### config.mk
export PLATFORM = sky130hd
export DESIGN_NAME = div8bit_seq
export DESIGN_NICKNAME = d
export VERILOG_FILES = /design/src/rtl/div8bit_seq_pkg.sv /design/src/rtl/div8bit_seq_step.sv /design/src/rtl/div8bit_seq.sv
export SDC_FILE = /design/constraint.sdc
export NUM_CORES = 1
export LEC_CHECK = 0
export BUFFER_PORTS_ARGS = -buffer_cell sky130_fd_sc_hd__buf_4
export CORE_MARGIN = 1
export CORE_UTILIZATION = 45
export CTS_BUF_LIST = sky130_fd_sc_hd__clkbuf_8
export CTS_CLUSTER_SIZE = 10
export DETAILED_ROUTE_END_ITERATION = 8
export GPL_TIMING_DRIVEN = 0
export PLACE_DENSITY = 0.77
export SKIP_CTS_REPAIR_TIMING = 1
export SLEW_MARGIN = 25
export SYNTH_ARGS = -nofsm -noshare
export SYNTH_HDL_FRONTEND = slang
export SYNTH_SLANG_ARGS = --single-unit
### constraint.sdc
create_clock -name clk -period 2.2 [get_ports clk]
set_clock_uncertainty 0.2 [all_clocks]
set_input_delay 0.22 -clock clk [delete_from_list [all_inputs] [get_ports clk]]
set_output_delay 0.22 -clock clk [all_outputs]
set_load 0.02 [all_outputs]
### src/rtl/div8bit_seq_pkg.sv
// Shared types and sizes for the sequential unsigned divider.
// Kept separate so the step and top agree on width and state encoding.
package div8bit_seq_pkg;

    localparam int DIV_WIDTH = 8;
    localparam int CNT_W = $clog2(DIV_WIDTH + 1);

    typedef enum logic [1:0] {
        S_IDLE = 2'd0,
        S_RUN  = 2'd1,
        S_DONE = 2'd2
    } state_t;

endpackage

### src/rtl/div8bit_seq_step.sv
// One restoring shift-subtract step, purely combinational.
// R' - B is formed as R' + ~B + 1; the carry out means no borrow.
import div8bit_seq_pkg::*;

module div8bit_seq_step #(
    parameter int WIDTH = DIV_WIDTH
) (
    input  logic [WIDTH:0]   r,
    input  logic             bit_in,
    input  logic [WIDTH-1:0] b,
    output logic [WIDTH:0]   r_next,
    output logic             q
);

    logic [WIDTH:0]   r_sh;
    logic [WIDTH+1:0] sum;

    assign r_sh = {r[WIDTH-1:0], bit_in};
    assign sum  = {1'b0, r_sh}
                + {1'b0, ~{1'b0, b}}
                + {{(WIDTH+1){1'b0}}, 1'b1};

    // A set top bit in r means R' already exceeds any divisor.
    assign q      = sum[WIDTH+1] | r[WIDTH];
    assign r_next = q ? sum[WIDTH:0] : r_sh;

endmodule

### src/rtl/div8bit_seq.sv
// Sequential unsigned divider: one quotient bit per clock.
// FSM, counter and result registers; the arithmetic lives in the step.
import div8bit_seq_pkg::*;

module div8bit_seq #(
    parameter int WIDTH = DIV_WIDTH
) (
    input  logic             clk,
    input  logic             rst_n,
    input  logic             start,
    input  logic [WIDTH-1:0] A,
    input  logic [WIDTH-1:0] B,
    output logic             busy,
    output logic             done,
    output logic [WIDTH-1:0] Quotient,
    output logic [WIDTH-1:0] Remainder,
    output logic             DivByZero
);

    state_t           state, state_nx;
    logic [WIDTH-1:0] dividend;
    logic [WIDTH-1:0] divisor;
    logic [WIDTH:0]   r;
    logic [CNT_W-1:0] cnt;
    logic [WIDTH:0]   step_r;
    logic             step_q;
    logic             accept;
    logic             last;

    assign busy   = (state == S_RUN);
    assign done   = (state == S_DONE);
    assign accept = start && !busy;
    assign last   = (cnt == CNT_W'(WIDTH - 1));

    div8bit_seq_step #(.WIDTH(WIDTH)) u_step (
        .r      (r),
        .bit_in (dividend[WIDTH-1]),
        .b      (divisor),
        .r_next (step_r),
        .q      (step_q)
    );

    always_ff @(posedge clk or negedge rst_n) begin
        if (!rst_n) state <= S_IDLE;
        else        state <= state_nx;
    end

    always_comb begin
        state_nx = state;
        unique case (state)
            S_IDLE: begin
                if (accept) state_nx = (B == '0) ? S_DONE : S_RUN;
            end
            S_RUN: begin
                if (last) state_nx = S_DONE;
            end
            S_DONE: begin
                if (accept) state_nx = (B == '0) ? S_DONE : S_RUN;
                else        state_nx = S_IDLE;
            end
            default: state_nx = S_IDLE;
        endcase
    end

    always_ff @(posedge clk or negedge rst_n) begin
        if (!rst_n) begin
            dividend  <= '0;
            divisor   <= '0;
            r         <= '0;
            cnt       <= '0;
            Quotient  <= '0;
            Remainder <= '0;
            DivByZero <= 1'b0;
        end else if (accept) begin
            dividend <= A;
            divisor  <= B;
            r        <= '0;
            cnt      <= '0;
            // Zero divisor finishes immediately with saturated quotient.
            if (B == '0) begin
                Quotient  <= '1;
                Remainder <= A;
                DivByZero <= 1'b1;
            end else begin
                Quotient  <= '0;
                Remainder <= '0;
                DivByZero <= 1'b0;
            end
        end else if (busy) begin
            r        <= step_r;
            dividend <= {dividend[WIDTH-2:0], step_q};
            cnt      <= cnt + 1'b1;
            if (last) begin
                Quotient  <= {dividend[WIDTH-2:0], step_q};
                Remainder <= step_r[WIDTH-1:0];
            end
        end
    end

endmodule

==> out/results.ini, run 1 <==
[status]
run_status=finished with violations
failed_checks=hold timing, setup timing

[grt]
grt_pass1_wl_um=9540
globalRouteOverflowTotal=0
grt_start_max_net_pins=49
grt_antenna_before_repair=0
grt_pass1_vias=2028
grt_use_total_pct=21.0

[timing]
timing.final.max_slew_violations=0
finalWorstSetupSlack_ps=-267
timing.hold.ws_ps=-17.7
timing.final.crit_share_pct=112
period_minus_slack_ps=2470
max_freq_mhz=405
report.final.hold_viol_count=1
finalSetupViolCount=12
setup_tns_ps=-1130
rsz0062_at_grt=true
worst_slew_margin_pct=54.2
timing_worst_slew_pin_value_ps=682

[synthesis]
synth.top_cells.by_count=48 x dfrtp_1, 29 x o21ai_0, 23 x nand2_1
synthArstFlopShare_pct=100
synthDominantAreaCellType=dfrtp_1
post_synth_inst_count=245
yosys.cell_count.top_type=dfrtp_1
synth-seq-area-share_pct=48.3
syn-num-nets=274
cells_taking_the_most_area_after_synthesis=dfrtp_1 48%, o21ai_0 5.8%, mux2i_1 4.8%
synthDominantCellAreaShare_pct=48.3
edff_count_synth=0
ys_warn_count=0
synth_top_flop_cell=dfrtp_1
netlist_area_um2=2490
mean_area_per_synthesized_cell_um2=10.2
synth_cell_type_count=41
ys_seq_elements=48

[placement]
post-dp-hpwl_um=4050
globalplace.congestion=0.866
buffer_ports.inserted=37

[setup_path]
regToRegEndpoint=r[8]
reg2reg_slack_ps=-270
critical_path_required_ps=2200
cpMostUsedCell=inv_2
worst-r2r-cell-count=10
critPathLaunchType=flip-flop
endpoint_kind=flip-flop
cp_max_fo=2
crit_path_max_incr_delay_ps=420
timing.critical_path.arrival_ps=2460
rr_startpoint=dividend[7]
cp_cell_sequence=inv_2 -> ha_4 -> inv_2 -> fa_2 -> a21o_1 -> a31o_2 -> a311oi_1 -> nor2_1 -> a31oi_1 -> o41ai_1
worst_path_max_delay_cell=dfrtp_1
crit_type=reg2reg

[route]
ant_nets=0
met1_length_um=2690
route.vias.total=2154
detailed_routed_wire_length_on_met3_um=380
route.met2.wl_um=3030
routed_via_density=5.61
first_pass_iters=4
avgRoutedWirePerCell_um=16.3
detail_route.drc_violations=0
highest-signal-layer=met4
drt_wl_total_um=6240
initialDrtViolationCount=108

[clocking]
cts_made_buffers=5
cts.root.buffer_cell=clkbuf_8
htreeDepth=2
cts.clk_slew.worst_paths_ps=90
cts-root-to-sink-buffers=2
clock_sink_count=48
worstSkewPairLatency_ps=310
cts_tree=yes

[cells_and_area]
utilization_pct=63.6
fraction_of_layout_instances_using_a_drive_strength_above_1_pct=32.8
insertedDiodeCount=0
syn_to_final_growth_pct=33.1
fillerInstances=433
final_net_count=342

[min_path]
timing.hold.worst.start=A[2]
worst_case_hold_path_end_point=Remainder[2]
worstHoldPathType=in2reg
timing.hold.worst_path_depth=3

[pwr]
leakage_power_summed_over_all_cells_nw=1.51
vdd.ir_drop.worst_mv=1.13
power.density_nw_per_um2=1780

[floorplanning]
floorplan.die.height_um=76.3
die-width_um=76.3
floorplan.core_area_um2=5200
initial_utilization_pct=47.8
fp-row-count=26
design.die.area_um2=5830
top_level_i_o_count=38

[job]
number_of_maximum_capacitance_violations=0

==> worst max-delay path, delay by kind of cell, from the launching register on <==
family	cells	cell delay, ps
compound gates	5	950
fa+ha+maj	2	530
flops	1	420
simple gates	1	100
buf+inv	2	140
==> report_power, final <==
| group | total, mW | switching [mW] | internal [mW] | leakage (nW) |
|---|---|---|---|---|
| logic | 3.69 | 1.97 | 1.72 | 0.868 |
| registers | 1.63 | 0.320 | 1.31 | 0.586 |
| clock network | 0.564 | 0.307 | 0.257 | 0.0516 |
==> placed cells by master (no fill, tap or decap), drive strengths merged, types with 2 or more instances in the layout <==
cell type    instances
a211oi               5
a21o                 4
a21oi               17
a32oi                4
buf                 52
clkbuf              13
dfrtp               48
dlygate4sd3         12
ha                   9
inv                 12
mux2                 9
mux2i               12
nand2               23
nand3               13
nor2                19
nor2b                3
nor3                 4
nor4                 2
o21ai               31
or4                  3
xnor2                3
xor2                 3
==> worst max path at each step <==
stage	startpoint	endpoint	slack [ps]	depth (start not counted)
final	dividend[7]	r[8]	-270	10
after global routing	dividend[7]	Remainder[6]	-380	10
after CTS	dividend[7]	r[8]	-240	10
after detailed placement	dividend[7]	r[8]	-190	10
after global placement	dividend[7]	r[8]	-150	10
after floorplan	dividend[7]	r[8]	-8	10
==> kinds of logic (layout without fill, tap and decap cells) <==
family / after synthesis / after routing / synth area share (%)
muxes: 21 / 21 / 9.05
and+or+nand+nor: 68 / 69 / 13.4
AOI/OAI and AO/OA: 70 / 70 / 18.3
xor gates and xnor gates: 6 / 6 / 2.11
buffers and inverters: 22 / 90 / 3.47
adders and majority gates: 10 / 10 / 5.33
DFF: 48 / 48 / 48.3
==> layer usage <==
layer | GRT usage [%] | vias up
met3 | 3.95 | 14
met5 | 0 | -
met4 | 8.27 | 0
met2 | 33.6 | 72
met1 | 28.1 | 1054
li1 | - | 1014
==> layout make-up <==
class | count | area (um2) | share of cell area (%)
tap | 70 | 87.6 | 2.64
clock buffer | 6 | 82.6 | 2.49
multi-input combinational | 176 | 1340 | 40.6
inverter | 11 | 41.3 | 1.25
timing repair buffer | 60 | 493 | 14.9
clock inverter | 2 | 13.8 | 0.416
sequential | 48 | 1200 | 36.3
buffer | 11 | 47.5 | 1.44
==> registers in the layout, summed over array words and instances, names as in the netlist <==
name,cells
r,9
Quotient,8
Remainder,8
dividend,8
divisor,8
cnt,4
state,2
DivByZero,1
==> metrics by stage <==
stage | cell area, um2 | power (mW) | worst slack [ps] | hold WS, ps | std cells
after floorplan | 2490 | 3.64 | -7.63 | -276 | 245
after global placement | 2860 | 4.32 | -145 | 72.3 | 352
after detailed placement | 2860 | 4.42 | -193 | 70.5 | 352
after CTS | 2960 | 5.01 | -238 | -264 | 360
after global routing | 3310 | 6.27 | -380 | 0.114 | 384
final | 3310 | 5.89 | -267 | -17.7 | 384
(Power assumes the default switching activity.)
==> run 2, diff against run 1 <==
PLACE_DENSITY = 0.75   (was 0.77)
clock period = 2.6 ns   (was 2.2 ns; I/O delays follow)
==> out/results.ini, run 2 (synthesized netlist as in run 1, its figures left out) <==
[status]
run_status=finished with violations
failed_checks=hold timing

[clocking]
worstSkewPairLatency_ps=310
cts_tree=yes
htreeDepth=2
cts.root.buffer_cell=clkbuf_8
cts_made_buffers=5
cts.clk_slew.worst_paths_ps=100
clock_sink_count=48
cts-root-to-sink-buffers=2

[placement]
buffer_ports.inserted=37
placed_area_um2=2850
globalplace.congestion=0.848
post-dp-hpwl_um=4030

[grt]
grt_pass1_vias=1967
grt_start_max_net_pins=49
grt_antenna_before_repair=0
grt_use_total_pct=20.5
globalRouteOverflowTotal=0
grt_pass1_wl_um=9290

[setup_path]
critical_path_required_ps=2590
launching_instance_or_port_of_the_critical_path=dividend[7]
reg2reg_slack_ps=80
regToRegEndpoint=r[8]
endpoint_kind=flip-flop
cp_cell_sequence=inv_1 -> ha_2 -> inv_1 -> fa_2 -> a21o_1 -> a31o_2 -> a311oi_2 -> nor2_1 -> a31oi_1 -> o41ai_2
critPathLaunchType=flip-flop
rr_startpoint=dividend[7]
crit_path_max_incr_delay_ps=390
cpMostUsedCell=inv_1
worst-r2r-cell-count=10
cp_max_fo=2
crit_type=reg2reg
worst_path_max_delay_cell=dfrtp_1
timing.critical_path.arrival_ps=2510

[route]
detail_route.drc_violations=0
first_pass_iters=4
drt_wl_total_um=5720
route.vias.total=2049
initialDrtViolationCount=133
ant_nets=0
avgRoutedWirePerCell_um=15.5
routed_via_density=5.55

[floorplanning]
fp-row-count=26
die-width_um=76.3
floorplan.die.height_um=76.3
top_level_i_o_count=38
initial_utilization_pct=47.8
floorplan.core_area_um2=5200
design.die.area_um2=5830

[cells_and_area]
final_common_cell=dfrtp_1
most-common-layout-cells=48 x dfrtp_1, 37 x buf_4, 29 x o21ai_0
syn_to_final_growth_pct=23.5
final_net_count=327
insertedDiodeCount=0
largest-register=r
postLayoutCellArea_um2=3070
fraction_of_layout_instances_using_a_drive_strength_above_1_pct=23.7
fillerInstances=470
number_of_flip_flops_under_the_largest_register_name=9

[pwr]
fraction_of_power_spent_switching_nets_pct=43.8
p_int_mw=2.44
power.density_nw_per_um2=1410
total_switching_power_mw=1.90
clockPowerShare_pct=12.5
vdd.ir_drop.worst_mv=0.729
power.share.combinational_pct=56.4
power_frac_seq_pct=31.1
leakage_power_summed_over_all_cells_nw=1.43

[timing]
max_freq_mhz=398
timing.final.crit_share_pct=96.7
timing.final.max_slew_violations=0
timing.hold.ws_ps=-14.5
finalSetupViolCount=0
timing_worst_slew_pin_value_ps=656
rsz0062_at_grt=false
worst_slew_margin_pct=56.3
period_minus_slack_ps=2520
report.final.hold_viol_count=4
setup_tns_ps=0

[min_path]
timing.hold.worst.start=A[7]
worst_case_hold_path_end_point=Remainder[7]
worstHoldPathType=in2reg
timing.hold.worst_path_depth=3

[job]
number_of_maximum_capacitance_violations=0

run 2: worst max-delay path by stage:
stage	endpoint	depth (start not counted)
2_1_floorplan	r[8]	10
3_3_place_gp	Remainder[6]	10
3_5_place_dp	r[8]	10
4_1_cts	r[8]	10
5_1_grt	r[8]	10
6_report	r[8]	10
run 2: critical path, delay by kind of cell (launching register included):
| family | cells | cell delay (ps) |
|---|---|---|
| AO/OA/AOI/OAI | 5 | 1010 |
| adder cells (fa/ha/maj) | 2 | 530 |
| buffers and inverters | 2 | 140 |
| flip-flops | 1 | 390 |
| AND/OR/NAND/NOR | 1 | 110 |
run 2: final cells by class:
type	instances	area, um2	area share, %
clock inverters	3	38.8	1.26
flip-flops and latches	48	1200	39.1
well taps	70	87.6	2.85
multi-input cells	175	1220	39.8
repair buffers	46	368	12.0
plain buffers	11	45.0	1.47
inverters	11	41.3	1.34
clock buffers	5	68.8	2.24
run 2: per-stage QoR:
| stage | total power, mW | worst slack, ps | hold WS [ps] | util [%] | cells |
|---|---|---|---|---|---|
| finish | 4.34 | 84.7 | -14.5 | 59.0 | 369 |
| global route | 4.67 | 12.9 | 0.0192 | 59.0 | 369 |
| CTS | 4.27 | 49.3 | -229 | 56.9 | 360 |
| global placement | 3.65 | 119 | 112 | 54.8 | 352 |
| floorplan | 3.06 | 303 | -236 | - | 245 |
| detailed placement | 3.73 | 93.8 | 111 | 54.8 | 352 |
run 2: metal layers:
metal  global-route usage (%)  routed length [um]  vias up
met2                     33.7                2760       50
met5                        0                   0        -
li1                         -                   -      984
met4                     8.08                  96        0
met3                     3.71                 278       10
met1                     26.7                2580     1005
run 2: power groups by stage:
stage / registers (mW) / logic [mW] / clock network, mW
final: 1.35 / 2.45 / 0.542
after global routing: 1.40 / 2.69 / 0.584
after CTS: 1.35 / 2.38 / 0.546
after detailed placement: 1.36 / 2.37 / 0
after global placement: 1.35 / 2.30 / 0
after floorplan: 1.44 / 1.62 / 0
==> run 3, diff against run 2 <==
PLACE_DENSITY = 0.74   (was 0.75)
SYNTH_HIERARCHICAL = 1   (was unset)
==> out/results.ini, run 3 <==
[synthesis]
synth_cell_type_count=45
synthArstFlopShare_pct=100
mean_area_per_synthesized_cell_um2=10.2
synthDominantAreaCellType=dfrtp_1
syn-num-nets=299
cells_taking_the_most_area_after_synthesis=dfrtp_1 43%, mux2_2 5.3%, nand2_1 4.2%
post_synth_inst_count=270
ys_warn_count=6
synth-seq-area-share_pct=43.5
synth_top_flop_cell=dfrtp_1
edff_count_synth=0
synth.top_cells.by_count=48 x dfrtp_1, 31 x nand2_1, 15 x nor3_1, 15 x o21ai_0, 15 x or3_1
yosys.cell_count.top_type=dfrtp_1
synthDominantCellAreaShare_pct=43.5
netlist_area_um2=2760
ys_seq_elements=48

[route]
first_pass_iters=7
detail_route.drc_violations=0
drt_wl_total_um=6600
routed_via_density=5.69
route.vias.total=2246
avgRoutedWirePerCell_um=16.7
ant_nets=0
initialDrtViolationCount=171

[cells_and_area]
fraction_of_layout_instances_using_a_drive_strength_above_1_pct=30.9
largest-register=r
syn_to_final_growth_pct=21.6
number_of_flip_flops_under_the_largest_register_name=9
utilization_pct=56.7
postLayoutCellArea_um2=3360
final_common_cell=dfrtp_1
most-common-layout-cells=48 x dfrtp_1, 44 x buf_4, 31 x nand2_1
final_net_count=349
insertedDiodeCount=0

[timing]
report.final.hold_viol_count=0
timing_worst_slew_pin_value_ps=654
max_freq_mhz=357
timing.final.crit_share_pct=108
timing.hold.ws_ps=15.9
finalWorstSetupSlack_ps=-204
period_minus_slack_ps=2800
timing.final.max_slew_violations=0
finalSetupViolCount=7
rsz0062_at_grt=true
worst_slew_margin_pct=56.3

[clocking]
worstSkewPairLatency_ps=300
htreeDepth=2
cts_tree=yes
cts.clk_slew.worst_paths_ps=90
cts-root-to-sink-buffers=2
cts_made_buffers=5
clock_sink_count=48
cts.root.buffer_cell=clkbuf_8

[grt]
use_met1_pct=31.1
grt_start_max_net_pins=49
busiest_layer=met2
grtUsageMet2_pct=33.4
globalRouteOverflowTotal=0
grt_antenna_before_repair=0
grt_pass1_vias=2115
grt_use_total_pct=21.4
grt_pass1_wl_um=10500
met3_usage_in_global_routing_pct=2.73

[floorplanning]
floorplan.core_area_um2=5920
design.die.area_um2=6460
floorplan.die.height_um=80.4
initial_utilization_pct=46.7
top_level_i_o_count=38
die-width_um=80.4
fp-row-count=28

[placement]
buffer_ports.inserted=37
globalplace.congestion=0.842
placed_area_um2=3170
post-dp-hpwl_um=4820

[setup_path]
crit_type=reg2reg
endpoint_kind=flip-flop
critical_path_required_ps=2600
critPathLaunchType=flip-flop
cp_max_fo=7
timing.critical_path.arrival_ps=2800

[job]
number_of_maximum_capacitance_violations=0

[status]
run_status=finished with violations
failed_checks=setup timing

[pwr]
power.density_nw_per_um2=1500
power_frac_seq_pct=27.9
vdd.ir_drop.worst_mv=0.624
fin_total_pwr_mw=5.03
power.share.combinational_pct=63.6
fraction_of_power_spent_switching_nets_pct=43.5
leakage_power_summed_over_all_cells_nw=1.54
clockPowerShare_pct=8.5
p_int_mw=2.84
total_switching_power_mw=2.19

[min_path]
worstHoldPathType=in2reg

[run 3: cell count changes after synthesis, sizes merged, moves of 8 or more]
cell	change
o2111a	+8
nor2	-15
buf	+8
nand2	+9
o21ai	-16
or3	+16
nor3	+11
[run 3: power by group through the flow]
stage	Clock [mW]	Combinational [mW]	Sequential, mW
finish	0.429	3.20	1.40
global route	0.472	3.49	1.44
CTS	0.439	2.89	1.40
detailed placement	0	2.87	1.41
global placement	0	2.80	1.40
floorplan	0	2.02	1.50
[run 3: through the flow]
| stage | setup WS (ps) | cells | setup TNS (ps) |
|---|---|---|---|
| final | -204 | 395 | -1150 |
| after global routing | -280 | 395 | -1830 |
| after floorplan | 1.23 | 270 | 0 |
| after detailed placement | -181 | 382 | -690 |
| after global placement | -150 | 382 | -509 |
| after CTS | -193 | 389 | -736 |
[run 3: cells by family after synthesis]
logic type,count (synthesis),share of synthesized area (%)
AOI/OAI and AO/OA,60,16.1
buffers and inverters,28,5.43
and+or+nand+nor,95,19.2
xor gates and xnor gates,4,1.27
muxes,25,9.78
DFF,48,43.5
adders and majority gates,10,4.80
[run 3: final cells by class]
| type | count | area (um2) |
|---|---|---|
| Fill cell | 532 | 2560 |
| Timing Repair Buffer | 43 | 325 |
| Clock buffer | 5 | 68.8 |
| Buffer | 14 | 97.6 |
| Sequential cell | 48 | 1200 |
| Multi-Input combinational cell | 194 | 1510 |
| Tap cell | 75 | 93.8 |
| Clock inverter | 2 | 12.5 |
| Inverter | 14 | 52.6 |
[run 3: path summary, 6_finish.rpt]
| kind | startpoint | cells after the start | slack [ps] | to |
|---|---|---|---|---|
| max | r[5] | 8 | -200 | Remainder[3] |
| min | B[6] | 2 | 20 | divisor[6] |
| max reg2reg | r[5] | 8 | -200 | Remainder[3] |
| min reg2reg | cnt[3] | 1 | 280 | cnt[3] |
| max in group asynchronous | rst_n | 2 | 1490 | divisor[3] |
| min in group asynchronous | rst_n | 2 | 310 | dividend[4] |
[run 3: layer usage]
metal | vias up | wire length (um)
li1 | 1082 | -
met1 | 1091 | 3040
met2 | 64 | 3160
met3 | 9 | 322
met4 | 0 | 76
met5 | - | 0
[run 3: worst max-delay path: stages, from the launching register on]
cell and delay [ps]:
dfrtp_1 440, ha_4 270, a21o_1 220, o32ai_4 320, a21oi_4 80, a21boi_4 320, mux2_4 350, or3_4 360
o2111a_1 140
